### src/rtl/gpu_pkg.sv
// Shared GPU-side definitions: framebuffer swap FSM states and core-array sizing.
package gpu_pkg;

  localparam int FB_BANKS       = 2;
  localparam int FB_CORES_COUNT = 10;

  typedef enum logic [1:0] {
    IDLE       = 2'd0,
    RENDER     = 2'd1,
    WAIT_VSYNC = 2'd2,
    SWAP       = 2'd3
  } fb_swap_state_t;

endpackage

### src/rtl/sat_counter.sv
// Up-counter that sticks at all-ones instead of wrapping.
module sat_counter #(
  parameter int W = 16
) (
  input  logic         clk,
  input  logic         rst,
  input  logic         inc,
  output logic [W-1:0] count
);

  always_ff @(posedge clk) begin
    if (rst) begin
      count <= '0;
    end else if (inc && (count != {W{1'b1}})) begin
      count <= count + W'(1);
    end
  end

endmodule

### src/rtl/fb_swap_ctrl.sv
// Double-buffer swap scheduler: starts render passes, gathers per-core done
// pulses and flips the scan-out bank only on a frame boundary.
import gpu_pkg::*;

// state      | meaning
// IDLE       | disabled, no pass in flight
// RENDER     | cores drawing into back bank, collecting done pulses
// WAIT_VSYNC | back bank complete, holding until scan-out frame_end
// SWAP       | one cycle: bank flipped, next pass launched if enabled
module fb_swap_ctrl #(
  parameter int CORES_COUNT = FB_CORES_COUNT,
  parameter int CNT_W       = 16
) (
  input  logic                   clk,
  input  logic                   rst,
  input  logic                   enable,
  input  logic                   frame_end,
  input  logic [CORES_COUNT-1:0] core_done,
  output logic [CORES_COUNT-1:0] core_start,
  output logic                   front_sel,
  output logic                   swap,
  output logic                   busy,
  output logic [CNT_W-1:0]       frame_count,
  output logic [CNT_W-1:0]       dropped_count,
  output logic                   protocol_err
);

  localparam logic [1:0] S_IDLE   = IDLE;
  localparam logic [1:0] S_RENDER = RENDER;
  localparam logic [1:0] S_WAIT   = WAIT_VSYNC;
  localparam logic [1:0] S_SWAP   = SWAP;

  logic [1:0]             state, state_nxt;
  logic [CORES_COUNT-1:0] done_mask, done_mask_nxt;
  logic                   all_done;
  logic                   start_nxt;
  logic                   swap_nxt;
  logic                   drop_inc;
  logic                   err_nxt;

  // a done pulse arriving in the same cycle as the last missing bit still counts
  assign all_done = &(done_mask | core_done);

  always_comb begin
    state_nxt     = state;
    done_mask_nxt = done_mask;
    start_nxt     = 1'b0;
    swap_nxt      = 1'b0;
    drop_inc      = 1'b0;
    case (state)
      S_IDLE: begin
        if (enable) begin
          state_nxt     = S_RENDER;
          start_nxt     = 1'b1;
          done_mask_nxt = '0;
        end
      end
      S_RENDER: begin
        done_mask_nxt = done_mask | core_done;
        if (all_done) begin
          if (frame_end) begin
            state_nxt = S_SWAP;
            swap_nxt  = 1'b1;
          end else begin
            state_nxt = S_WAIT;
          end
        end else if (frame_end) begin
          drop_inc = 1'b1;
        end
      end
      S_WAIT: begin
        if (frame_end) begin
          state_nxt = S_SWAP;
          swap_nxt  = 1'b1;
        end
      end
      S_SWAP: begin
        drop_inc      = frame_end;
        done_mask_nxt = '0;
        if (enable) begin
          state_nxt = S_RENDER;
          start_nxt = 1'b1;
        end else begin
          state_nxt = S_IDLE;
        end
      end
      default: begin
        state_nxt     = S_IDLE;
        done_mask_nxt = '0;
      end
    endcase
    if (swap_nxt) begin
      done_mask_nxt = '0;
    end
  end

  // duplicate done inside a pass, or any done while no pass is collecting
  always_comb begin
    if (state == S_RENDER) begin
      err_nxt = |(core_done & done_mask);
    end else begin
      err_nxt = |core_done;
    end
  end

  always_ff @(posedge clk) begin
    if (rst) begin
      state        <= S_IDLE;
      done_mask    <= '0;
      core_start   <= '0;
      swap         <= 1'b0;
      front_sel    <= 1'b0;
      busy         <= 1'b0;
      frame_count  <= '0;
      protocol_err <= 1'b0;
    end else begin
      state      <= state_nxt;
      done_mask  <= done_mask_nxt;
      core_start <= {CORES_COUNT{start_nxt}};
      swap       <= swap_nxt;
      busy       <= (state_nxt != S_IDLE);
      if (swap_nxt) begin
        front_sel   <= ~front_sel;
        frame_count <= frame_count + CNT_W'(1);
      end
      if (err_nxt) begin
        protocol_err <= 1'b1;
      end
    end
  end

  sat_counter #(
    .W (CNT_W)
  ) u_dropped_cnt (
    .clk   (clk),
    .rst   (rst),
    .inc   (drop_inc),
    .count (dropped_count)
  );

endmodule

### config.mk
export PLATFORM = sky130hd
export DESIGN_NAME = fb_swap_ctrl
export DESIGN_NICKNAME = d
export VERILOG_FILES = /design/src/rtl/gpu_pkg.sv /design/src/rtl/sat_counter.sv /design/src/rtl/fb_swap_ctrl.sv
export SDC_FILE = /design/constraint.sdc
export NUM_CORES = 1
export LEC_CHECK = 0
export CAP_MARGIN = 20
export CELL_PAD_IN_SITES_DETAIL_PLACEMENT = 1
export CELL_PAD_IN_SITES_GLOBAL_PLACEMENT = 1
export CORE_MARGIN = 4
export CORE_UTILIZATION = 39
export DETAILED_ROUTE_END_ITERATION = 7
export PLACE_DENSITY = 0.89
export SYNTH_ARGS = -nofsm -noshare
export SYNTH_HDL_FRONTEND = slang
export SYNTH_SLANG_ARGS = --single-unit
### constraint.sdc
create_clock -name clk -period 3.1 [get_ports clk]
set_input_delay 0.31 -clock clk [delete_from_list [all_inputs] [get_ports clk]]
set_output_delay 0.31 -clock clk [all_outputs]
set_load 0.005 [all_outputs]
==> results of run 1 <==
[power by group through the flow]
stage | clock network [mW] | logic [mW] | registers [mW]
2_1_floorplan | 0 | 0.118 | 0.681
3_3_place_gp | 0 | 0.183 | 0.686
3_5_place_dp | 0 | 0.191 | 0.687
4_1_cts | 0.413 | 0.193 | 0.673
5_1_grt | 0.443 | 0.211 | 0.677
6_report | 0.400 | 0.191 | 0.673
[sequential cells by signal, summed over array words and instances (netlist names)]
| register | count |
|---|---|
| busy | 1 |
| core_start | 1 |
| done_mask | 10 |
| frame_count | 16 |
| front_sel | 1 |
| protocol_err | 1 |
| state | 2 |
| swap | 1 |
| u_dropped_cnt.count | 16 |
[cell usage in the layout, fill, tap and decap left out, drive strengths merged, types with 2 or more instances in the layout]
master	count
clkdlybuf4s50	59
dfxtp	49
a21oi	38
nor2	28
nand3	17
o21ai	14
or4	13
o31ai	13
or3	12
nand2	10
nand4	9
ha	7
inv	7
nor2b	6
nor4	6
mux2	5
and3	5
clkbuf	5
buf	4
o22ai	3
o31a	3
nand2b	3
mux2i	2
xor2	2
and4	2
a22o	2
a221oi	2
or2	2
nor3b	2
clkinv	2
[cell families after synthesis]
kind of cell	after synthesis
buf+inv	27
simple gates	117
mux	7
compound gates	81
fa+ha+maj	7
xor+xnor	2
flops	49
[critical path, cell delays in order]
cell and delay (ps):
clkdlybuf4s50_1 530, o22ai_1 110, or3_4 430, o31a_1 540
or4_1 570, a21oi_1 170
[routing by layer]
layer / wire length [um] / vias to the layer above / GRT usage (%)
li1: - / 1172 / -
met1: 2880 / 1154 / 21.9
met2: 3260 / 55 / 31.6
met3: 278 / 10 / 3.78
met4: 116 / 0 / 6.28
met5: 0 / - / 0
[through the flow]
stage	utilization (%)	power (mW)	area, sq um	worst slack, ps	hold slack, ps
floorplan	-	0.799	2440	1110	449
global placement	51.0	0.869	3050	440	465
detailed placement	51.0	0.878	3050	351	466
CTS	52.5	1.28	3150	675	492
global route	52.5	1.33	3150	550	544
finish	52.5	1.26	3150	668	490
[synth_stat cells, drive strengths merged (2+ instances only)]
cell type / n
a21oi: 38
a221oi: 2
a22o: 2
and3: 5
and4: 2
buf: 14
clkbuf: 7
dfxtp: 49
ha: 7
inv: 6
mux2: 5
mux2i: 2
nand2: 10
nand2b: 3
nand3: 17
nand4: 9
nor2: 28
nor2b: 6
nor3b: 2
nor4: 6
o21ai: 14
o22ai: 3
o31a: 3
o31ai: 13
or2: 2
or3: 12
or4: 13
xor2: 2
[final timing paths]
check	from	end	slack (ps)	cells past startpoint
setup / recovery	core_done[9]	frame_count[10]$_SDFFE_PP0P_	670	6
hold / removal	protocol_err$_SDFFE_PP0P_	protocol_err$_SDFFE_PP0P_	490	2
hold reg to reg	protocol_err$_SDFFE_PP0P_	protocol_err$_SDFFE_PP0P_	490	2
setup reg to reg	state[0]$_SDFF_PP0_	frame_count[10]$_SDFFE_PP0P_	800	6
[final cells by class]
| type | count | area share [%] |
|---|---|---|
| inverter | 6 | 0.715 |
| sequential | 49 | 31.2 |
| clock buffer | 5 | 2.19 |
| multi-input combinational | 214 | 42.0 |
| tap | 75 | 2.98 |
| clock inverter | 3 | 0.835 |
| timing repair buffer | 63 | 20.1 |
==> out/metrics.csv, run 1 <==
metric,value,unit
CTS Buf Count,5,
Die ar.,0.00760,sq mm
synth top area cells,"dfxtp_1 (40%), a21oi_1 (7.8%), nor2_1 (4.3%), or4_1 (4.0%), o31ai_1 (3.7%)",
post-CTS resize count,0,
hold_buf cts,0,
Clock Sinks,49,
register area,981,sq um
diodes inserted,0,
die extent in x,87.2,um
main combinational cell family by area after synthesis,simple AND/OR/NAND/NOR gates,
final worst-path cycle share,78.5,%
Setup Viol. Count Final,0,
Post-CTS Setup Bufs,0,
I/O pins,60,
Synth Area in Adders,3.58,%
relative slew slack,52.3,%
routed len/inst,15.7,um
# DRC,0,
part of the power in combinational logic,15.1,%
"Reg clk slew, reported paths",100,ps
Mapped Cells,290,
pins over their slew limit,0,
"Req. time, crit path",3340,ps
total gr overflow,0,
predominant post-synthesis flop cell,dfxtp_1,
first-pass GRT wire length,11200,um
total number of vias,2391,
Compound-Gate Fraction of Synth Area,20.3,%
total track usage,18.1,%
Reg power frac,53.3,%
antenna violations before repair,0,
Leak,1.03,nW
top cell type's share of synthesized area,40.1,%
DR pass1 iterations,5,
mux contribution to synthesized area,3.12,%
CTS tree,done,
Starting Density,40.8,%
Die Span Y,87.2,um
fillers,725,
footprint of the multi-input gates,0.00132,sq mm
H-tree levels,2,
Worst VDD drop,0.278,mV
Max Cap Viol,0,
CP Launch Type,primary input,
vias per cell,5.76,
Yosys reg bits,49,
initial DRC count,97,
outcome,completed,
clk_skew,7.69,ps
Layout Cells excl Fill,415,
"area leader, netlist",dfxtp_1,
Synth cell types,39,
cell count after placement,407,
Rows,28,
post-synthesis simple-gate area fraction,26.4,%
Clock Latency Late Sink,310,ps
xor and xnor area share after synthesis,0.716,%
number of global-route vias before repair,2429,
Setup CP Type,primary input to flop,
CORE AREA,0.00599,sq mm
final net count,360,
RSZ-0062 raised after global routing,no,
hold crit path type,flop to flop,
GP Congestion,0.856,
PortBufs,59,
Routed Antenna Nets,0,
critical path capture point type,flop,
P&R area growth vs syn,28.8,%
Power Dens Cells,401,mW/mm^2
crit path max fanout,20,
mapped cell area,0.00244,sq mm
"Seq/Total Area, Yosys",40.1,%
Worst Max-Slew Pin Slew,715,ps
Post-synth EDFFs,0,
setup TNS,0,ps
clock power share,31.7,%
clk buf depth,2,
Sw Share,28.3,%
Switch Pwr,0.358,mW
Syn Nets,311,
post-synthesis area per instance,8.43,sq um
asr flop ratio synth,0,%
Root Buffer,clkbuf_8,
Detailed Route WL,6530,um
largest net degree at the start of global routing,47,
Internal,0.906,mW
post-DP HPWL,4710,um
Tmin final,2430,ps
ratio of cells with drive above 1 in the final layout,6.76,%
"Arr. time, crit path",2670,ps
Yosys Warn Count,0,
max frequency,411,MHz
Final Hold Fails,0,
Power figures use the tool's default switching activity.
==> inputs of run 2 (changes only) <==
--- a/config.mk
+++ b/config.mk
@@ -9,9 +9,9 @@
 export CELL_PAD_IN_SITES_DETAIL_PLACEMENT = 1
 export CELL_PAD_IN_SITES_GLOBAL_PLACEMENT = 1
 export CORE_MARGIN = 4
-export CORE_UTILIZATION = 39
+export CORE_UTILIZATION = 33
 export DETAILED_ROUTE_END_ITERATION = 7
-export PLACE_DENSITY = 0.89
+export PLACE_DENSITY = 0.8
 export SYNTH_ARGS = -nofsm -noshare
 export SYNTH_HDL_FRONTEND = slang
 export SYNTH_SLANG_ARGS = --single-unit
==> constraint.sdc (replaced) <==
create_clock -name clk -period 2 [get_ports clk]
set_input_delay 0.2 -clock clk [delete_from_list [all_inputs] [get_ports clk]]
set_output_delay 0.2 -clock clk [all_outputs]
set_load 0.005 [all_outputs]
==> run 2 against run 1 <==
Effect of this change:
- the flow now finishes with violations (setup timing)
- clock skew up 5.8 ps
- combinational power is 130% higher
- non-clock buffer count is 51 higher
- sequential share of layout area decreased by 5.2 points
- setup slack worse by 730 ps
- highest routed layer unchanged
==> out/metrics.csv, run 2 (synthesis results as in run 1) <==
metric,value,unit,change
outcome,finished with violations,,
failing checks,setup timing,,
crit path max fanout,5,,-75%
total gr overflow,0,,unchanged
I/O pins,60,,unchanged
DR pass1 iterations,4,,-1
"Arr. time, crit path",2290,ps,-380 ps
CORE AREA,0.00721,sq mm,+20%
setup ws final,-65.1,ps,-733 ps
CTS tree,done,,
# DRC,0,,unchanged
Root Buffer,clkbuf_8,,
initial DRC count,87,,-10%
Detailed Route WL,7950,um,+22%
Setup Viol. Count Final,11,,+11
P&R area growth vs syn,56.2,%,
Rows,31,,+11%
clk buf depth,2,,unchanged
fin util,52.9,%,+0.38 points
Tmin final,2070,ps,
Critical Path Most Common Cell,o31a_1,,
largest net degree at the start of global routing,47,,unchanged
largest registers,"frame_count (16), u_dropped_cnt.count (16), done_mask (10)",,
post-DP HPWL,5540,um,+18%
Die ar.,0.00885,sq mm,+16%
CP Launch Type,flop,,
Clock Latency Late Sink,310,ps,about the same
pins over their slew limit,0,,unchanged
post-route cell area,0.00382,sq mm,+21%
Final Hold Fails,0,,unchanged
max frequency,484,MHz,
PortBufs,59,,unchanged
Max Cap Viol,0,,unchanged
"Reg clk slew, reported paths",100,ps,about the same
Worst Max-Slew Pin Slew,519,ps,-196 ps
Worst VDD drop,0.315,mV,+13%
GP Congestion,0.886,,+3.5%
slowest cell on the critical path,or3_4,,
clk_skew,13.5,ps,+5.84 ps
Leak,1.38,nW,+34%
die extent in x,94.1,um,+7.9%
Clock Sinks,49,,unchanged
Power Dens Cells,587,mW/mm^2,+46%
critical path capture point type,flop,,
antenna violations before repair,0,,unchanged
crit-path cells,o22ai_2 > or3_4 > o31a_1 > bufbuf_16 > o31a_1 > o21ba_2,,
H-tree levels,2,,unchanged
Routed Antenna Nets,0,,unchanged
vias per cell,5.29,,-8.2%
CTS Buf Count,5,,unchanged
ratio of cells with drive above 1 in the final layout,29.4,%,+23 points
"commonest non-fill, non-tap cell in the layout",clkdlybuf4s50_1,,
Setup CP Type,flop to flop,,
total number of vias,2591,,+8.4%
"Req. time, crit path",2220,ps,-1120 ps
final net count,411,,+14%
diodes inserted,0,,unchanged
relative slew slack,65.0,%,+13 points
"commonest non-fill, non-tap cells in the layout","clkdlybuf4s50_1 (54), buf_4 (50), dfxtp_1 (41), nor2_1 (28), a21oi_1 (27)",,
total track usage,18.2,%,+0.12 points
Critical Path Max Stage Delay,390,ps,-180 ps
Starting Density,33.9,%,-6.9 points
RSZ-0062 raised after global routing,yes,,
routed len/inst,16.2,um,+3.1%
number of global-route vias before repair,2693,,+11%
Die Span Y,94.1,um,+7.9%
first-pass GRT wire length,12900,um,+15%
post-place instance area,0.00345,sq mm,+13%
hold crit path type,primary input to flop,,
final worst-path cycle share,103,%,
## run 2: cell types whose count changed in the layout (fill, tap and decap cells not counted), moves of 5 or more
cell | before | now
buf_4 | 3 | 50
a21oi_1 | 38 | 27
a21oi_2 | 0 | 11
dfxtp_1 | 49 | 41
dfxtp_2 | 0 | 8
clkdlybuf4s50_1 | 59 | 54
or3_1 | 11 | 6
or3_4 | 1 | 6
## run 2: metrics by stage
| stage | TNS, ps | total power, mW | cells | hold slack, ps | worst slack (ps) |
|---|---|---|---|---|---|
| global placement | -6880 | 1.44 | 478 | 468 | -333 |
| CTS | -0.293 | 2.24 | 488 | 395 | -0.293 |
| finish | -334 | 2.24 | 490 | 283 | -65.1 |
| detailed placement | -9300 | 1.46 | 478 | 484 | -389 |
| global route | -1230 | 2.35 | 490 | 307 | -127 |
| floorplan | 0 | 1.24 | 290 | 339 | 12.7 |
## run 2: worst paths after layout
path	start	end	slack, ps	cells past startpoint
worst min-delay path	core_done[0]	done_mask[0]$_SDFFE_PP0P_	280	4
worst max register to register	done_mask[9]$_SDFFE_PP0P_	frame_count[6]$_SDFFE_PP0P_	-70	6
worst max-delay path	done_mask[9]$_SDFFE_PP0P_	frame_count[6]$_SDFFE_PP0P_	-70	6
worst min register to register	frame_count[14]$_SDFFE_PP0P_	frame_count[14]$_SDFFE_PP0P_	510	2
## run 2: critical path, delay by kind of cell (launching register included)
| family | cells | cell delay [ps] |
|---|---|---|
| buffers and inverters | 1 | 290 |
| and+or+nand+nor | 1 | 390 |
| AOI/OAI and AO/OA | 4 | 920 |
| DFF | 1 | 360 |
## run 2: where the power goes
part           internal, mW  switching [mW]  leakage (nW)  total (mW)
Clock                 0.407           0.361        0.0574       0.768
Sequential             1.01          0.0253         0.400        1.04
Combinational         0.228           0.206         0.921       0.434
Total                  1.65           0.592          1.38        2.24
## run 2: layout make-up
cell class	count	area (sq um)
well taps	99	124
inverters	6	22.5
multi-input cells	214	1480
flip-flops and latches	49	991
clock buffers	6	82.6
clock inverters	2	37.5
fillers	862	3400
repair buffers	114	1080
## run 2: layer usage
metal	global-route usage, %	up-vias	wire, um
met2	31.7	57	3980
met4	5.78	0	154
li1	-	1276	-
met1	21.9	1245	3460
met3	4.41	13	356
met5	0	-	0
## run 2: what timing repair did
action | 4_1_cts | 5_1_grt
hold buffers | 0 | 0
cloned | 2 | 0
endpoints found under the setup margin | 7 | 26
pin swaps | 3 | 15
buffers inserted | 0 | 2
resized for setup | 16 | 33
==> inputs of run 3 (changes only) <==
--- a/config.mk
+++ b/config.mk
@@ -5,13 +5,14 @@
 export SDC_FILE = /design/constraint.sdc
 export NUM_CORES = 1
 export LEC_CHECK = 0
-export CAP_MARGIN = 20
+export CAP_MARGIN = 0
 export CELL_PAD_IN_SITES_DETAIL_PLACEMENT = 1
 export CELL_PAD_IN_SITES_GLOBAL_PLACEMENT = 1
 export CORE_MARGIN = 4
 export CORE_UTILIZATION = 33
 export DETAILED_ROUTE_END_ITERATION = 7
-export PLACE_DENSITY = 0.8
+export GPL_ROUTABILITY_DRIVEN = 0
+export PLACE_DENSITY_LB_ADDON = 0.3
 export SYNTH_ARGS = -nofsm -noshare
 export SYNTH_HDL_FRONTEND = slang
 export SYNTH_SLANG_ARGS = --single-unit
==> run 3 against run 2 <==
Effect of this change:
- the run now ends clean
- sequential power hardly changed
- routed wire length down 1.6%
- cell count is 1.6% lower
- final area fell by 4.9%
- setup slack better by 100 ps
- utilization down 2.6 points
- combinational power barely moved
- via count down 0.27%
- die area stayed put
- count of clock-buffer cells in the layout increased by 1
==> out/metrics.csv, run 3 (synthesis results as in run 1) <==
metric,value,unit,change
outcome,completed,,
CP Launch Type,flop,,
Clock Sinks,49,,unchanged
number of global-route vias before repair,2706,,+0.48%
max frequency,510,MHz,+5.3%
Critical Path Max Stage Delay,520,ps,+130 ps
Rows,31,,unchanged
post-place instance area,0.00340,sq mm,-1.3%
post-DP HPWL,5330,um,-3.8%
die extent in x,94.1,um,unchanged
routed len/inst,16.2,um,about the same
final worst-path cycle share,98.1,%,-5.2 points
"Reg clk slew, reported paths",90,ps,about the same
post-route cell area,0.00363,sq mm,-4.9%
DR pass1 iterations,4,,unchanged
Die Span Y,94.1,um,unchanged
Clock Latency Late Sink,310,ps,about the same
Max Cap Viol,0,,unchanged
largest net degree at the start of global routing,47,,unchanged
Setup CP Type,flop to flop,,
H-tree levels,2,,unchanged
Routed Antenna Nets,0,,unchanged
largest registers,"frame_count (16), u_dropped_cnt.count (16), done_mask (10)",,
crit-path cells,o22ai_1 > or3_4 > o31a_4 > or4_4 > a21oi_2,,
hold_buf cts,0,,unchanged
"commonest non-fill, non-tap cells in the layout","clkdlybuf4s50_1 (54), buf_4 (43), dfxtp_1 (41), a21oi_1 (35), nor2_1 (28)",,
# DRC,0,,unchanged
"Req. time, crit path",2250,ps,+30 ps
crit path max fanout,7,,+2
vias per cell,5.36,,+1.4%
Leak,1.36,nW,-1.1%
critical path capture point type,flop,,
first-pass GRT wire length,12800,um,-0.16%
final net count,403,,-1.9%
Setup Viol. Count Final,0,,-11
PortBufs,59,,unchanged
diodes inserted,0,,unchanged
relative slew slack,69.9,%,+4.9 points
Tmin final,1960,ps,-103 ps
hold crit path type,primary input to flop,,
CTS Buf Count,5,,unchanged
total number of vias,2584,,-0.27%
initial DRC count,65,,-25%
Root Buffer,clkbuf_8,,
ratio of cells with drive above 1 in the final layout,23.0,%,-6.4 points
I/O pins,60,,unchanged
PnR Total Power,2.12,mW,-5.4%
"Arr. time, crit path",2210,ps,-80 ps
Power Dens Cells,583,mW/mm^2,-0.52%
pins over their slew limit,0,,unchanged
antenna violations before repair,0,,unchanged
slowest cell on the critical path,or4_4,,
Detailed Route WL,7830,um,-1.6%
Worst VDD drop,0.403,mV,+28%
Starting Density,33.9,%,unchanged
Worst Max-Slew Pin Slew,446,ps,-72.4 ps
total gr overflow,0,,unchanged
clk_skew,6.64,ps,-6.89 ps
clk buf depth,2,,unchanged
Final Hold Fails,0,,unchanged
worst hold slack,283,ps,+0.577 ps
Die ar.,0.00885,sq mm,unchanged
CORE AREA,0.00721,sq mm,unchanged
CTS tree,done,,
"commonest non-fill, non-tap cell in the layout",clkdlybuf4s50_1,,
P&R area growth vs syn,48.6,%,
total track usage,17.8,%,-0.42 points
-- run 3: worst max-delay path, delay by kind of cell (launching register included) --
family / cells / cell delay [ps]
simple gates: 2 / 940
compound gates: 3 / 630
flops: 1 / 340
-- run 3: metal layers --
metal | vias up | wire length [um] | global-route usage (%)
met1 | 1255 | 3340 | 21.5
met2 | 49 | 4050 | 31.7
li1 | 1263 | - | -
met4 | 0 | 158 | 5.66
met5 | - | 0 | 0
met3 | 17 | 276 | 3.13
-- run 3: layout make-up --
| cell class | instances | area [sq um] |
|---|---|---|
| Clock inverter | 1 | 5.00 |
| Multi-Input combinational cell | 215 | 1420 |
| Timing Repair Buffer | 105 | 977 |
| Clock buffer | 7 | 96.3 |
| Inverter | 6 | 22.5 |
| Sequential cell | 49 | 991 |
| Fill cell | 871 | 3580 |
| Tap cell | 99 | 124 |
-- run 3: repair_timing --
item / 4_1_cts / 5_1_grt
gates cloned: 1 / 0
pin swaps: 1 / 10
gates resized for setup: 4 / 27
setup buffers: 1 / 0
endpoints found under the setup margin: 21 / 21
-- run 3: where the power goes --
group          switching, mW  internal [mW]
logic                  0.207          0.228
clock network          0.338          0.313
registers             0.0238           1.01
-- run 3: through the flow --
| stage | TNS, ps | instances | setup slack [ps] | utilization (%) |
|---|---|---|---|---|
| 3_3_place_gp | -11380 | 472 | -450 | 47.2 |
| 3_5_place_dp | -12930 | 472 | -498 | 47.2 |
| 5_1_grt | -104 | 482 | -24.8 | 50.3 |
| 6_report | 0 | 482 | 38.1 | 50.3 |
| 4_1_cts | 0 | 482 | 13.7 | 49.2 |
| 2_1_floorplan | 0 | 290 | 12.7 | - |
-- run 3: path summary, 6_finish.rpt --
path,start,end,slack [ps],depth (start not counted)
max,done_mask[0]$_SDFFE_PP0P_,frame_count[5]$_SDFFE_PP0P_,40,5
min,core_done[9],done_mask[9]$_SDFFE_PP0P_,280,4
max reg2reg,done_mask[0]$_SDFFE_PP0P_,frame_count[5]$_SDFFE_PP0P_,40,5
min reg2reg,u_dropped_cnt.count[15]$_SDFFE_PP0P_,u_dropped_cnt.count[15]$_SDFFE_PP0P_,510,2
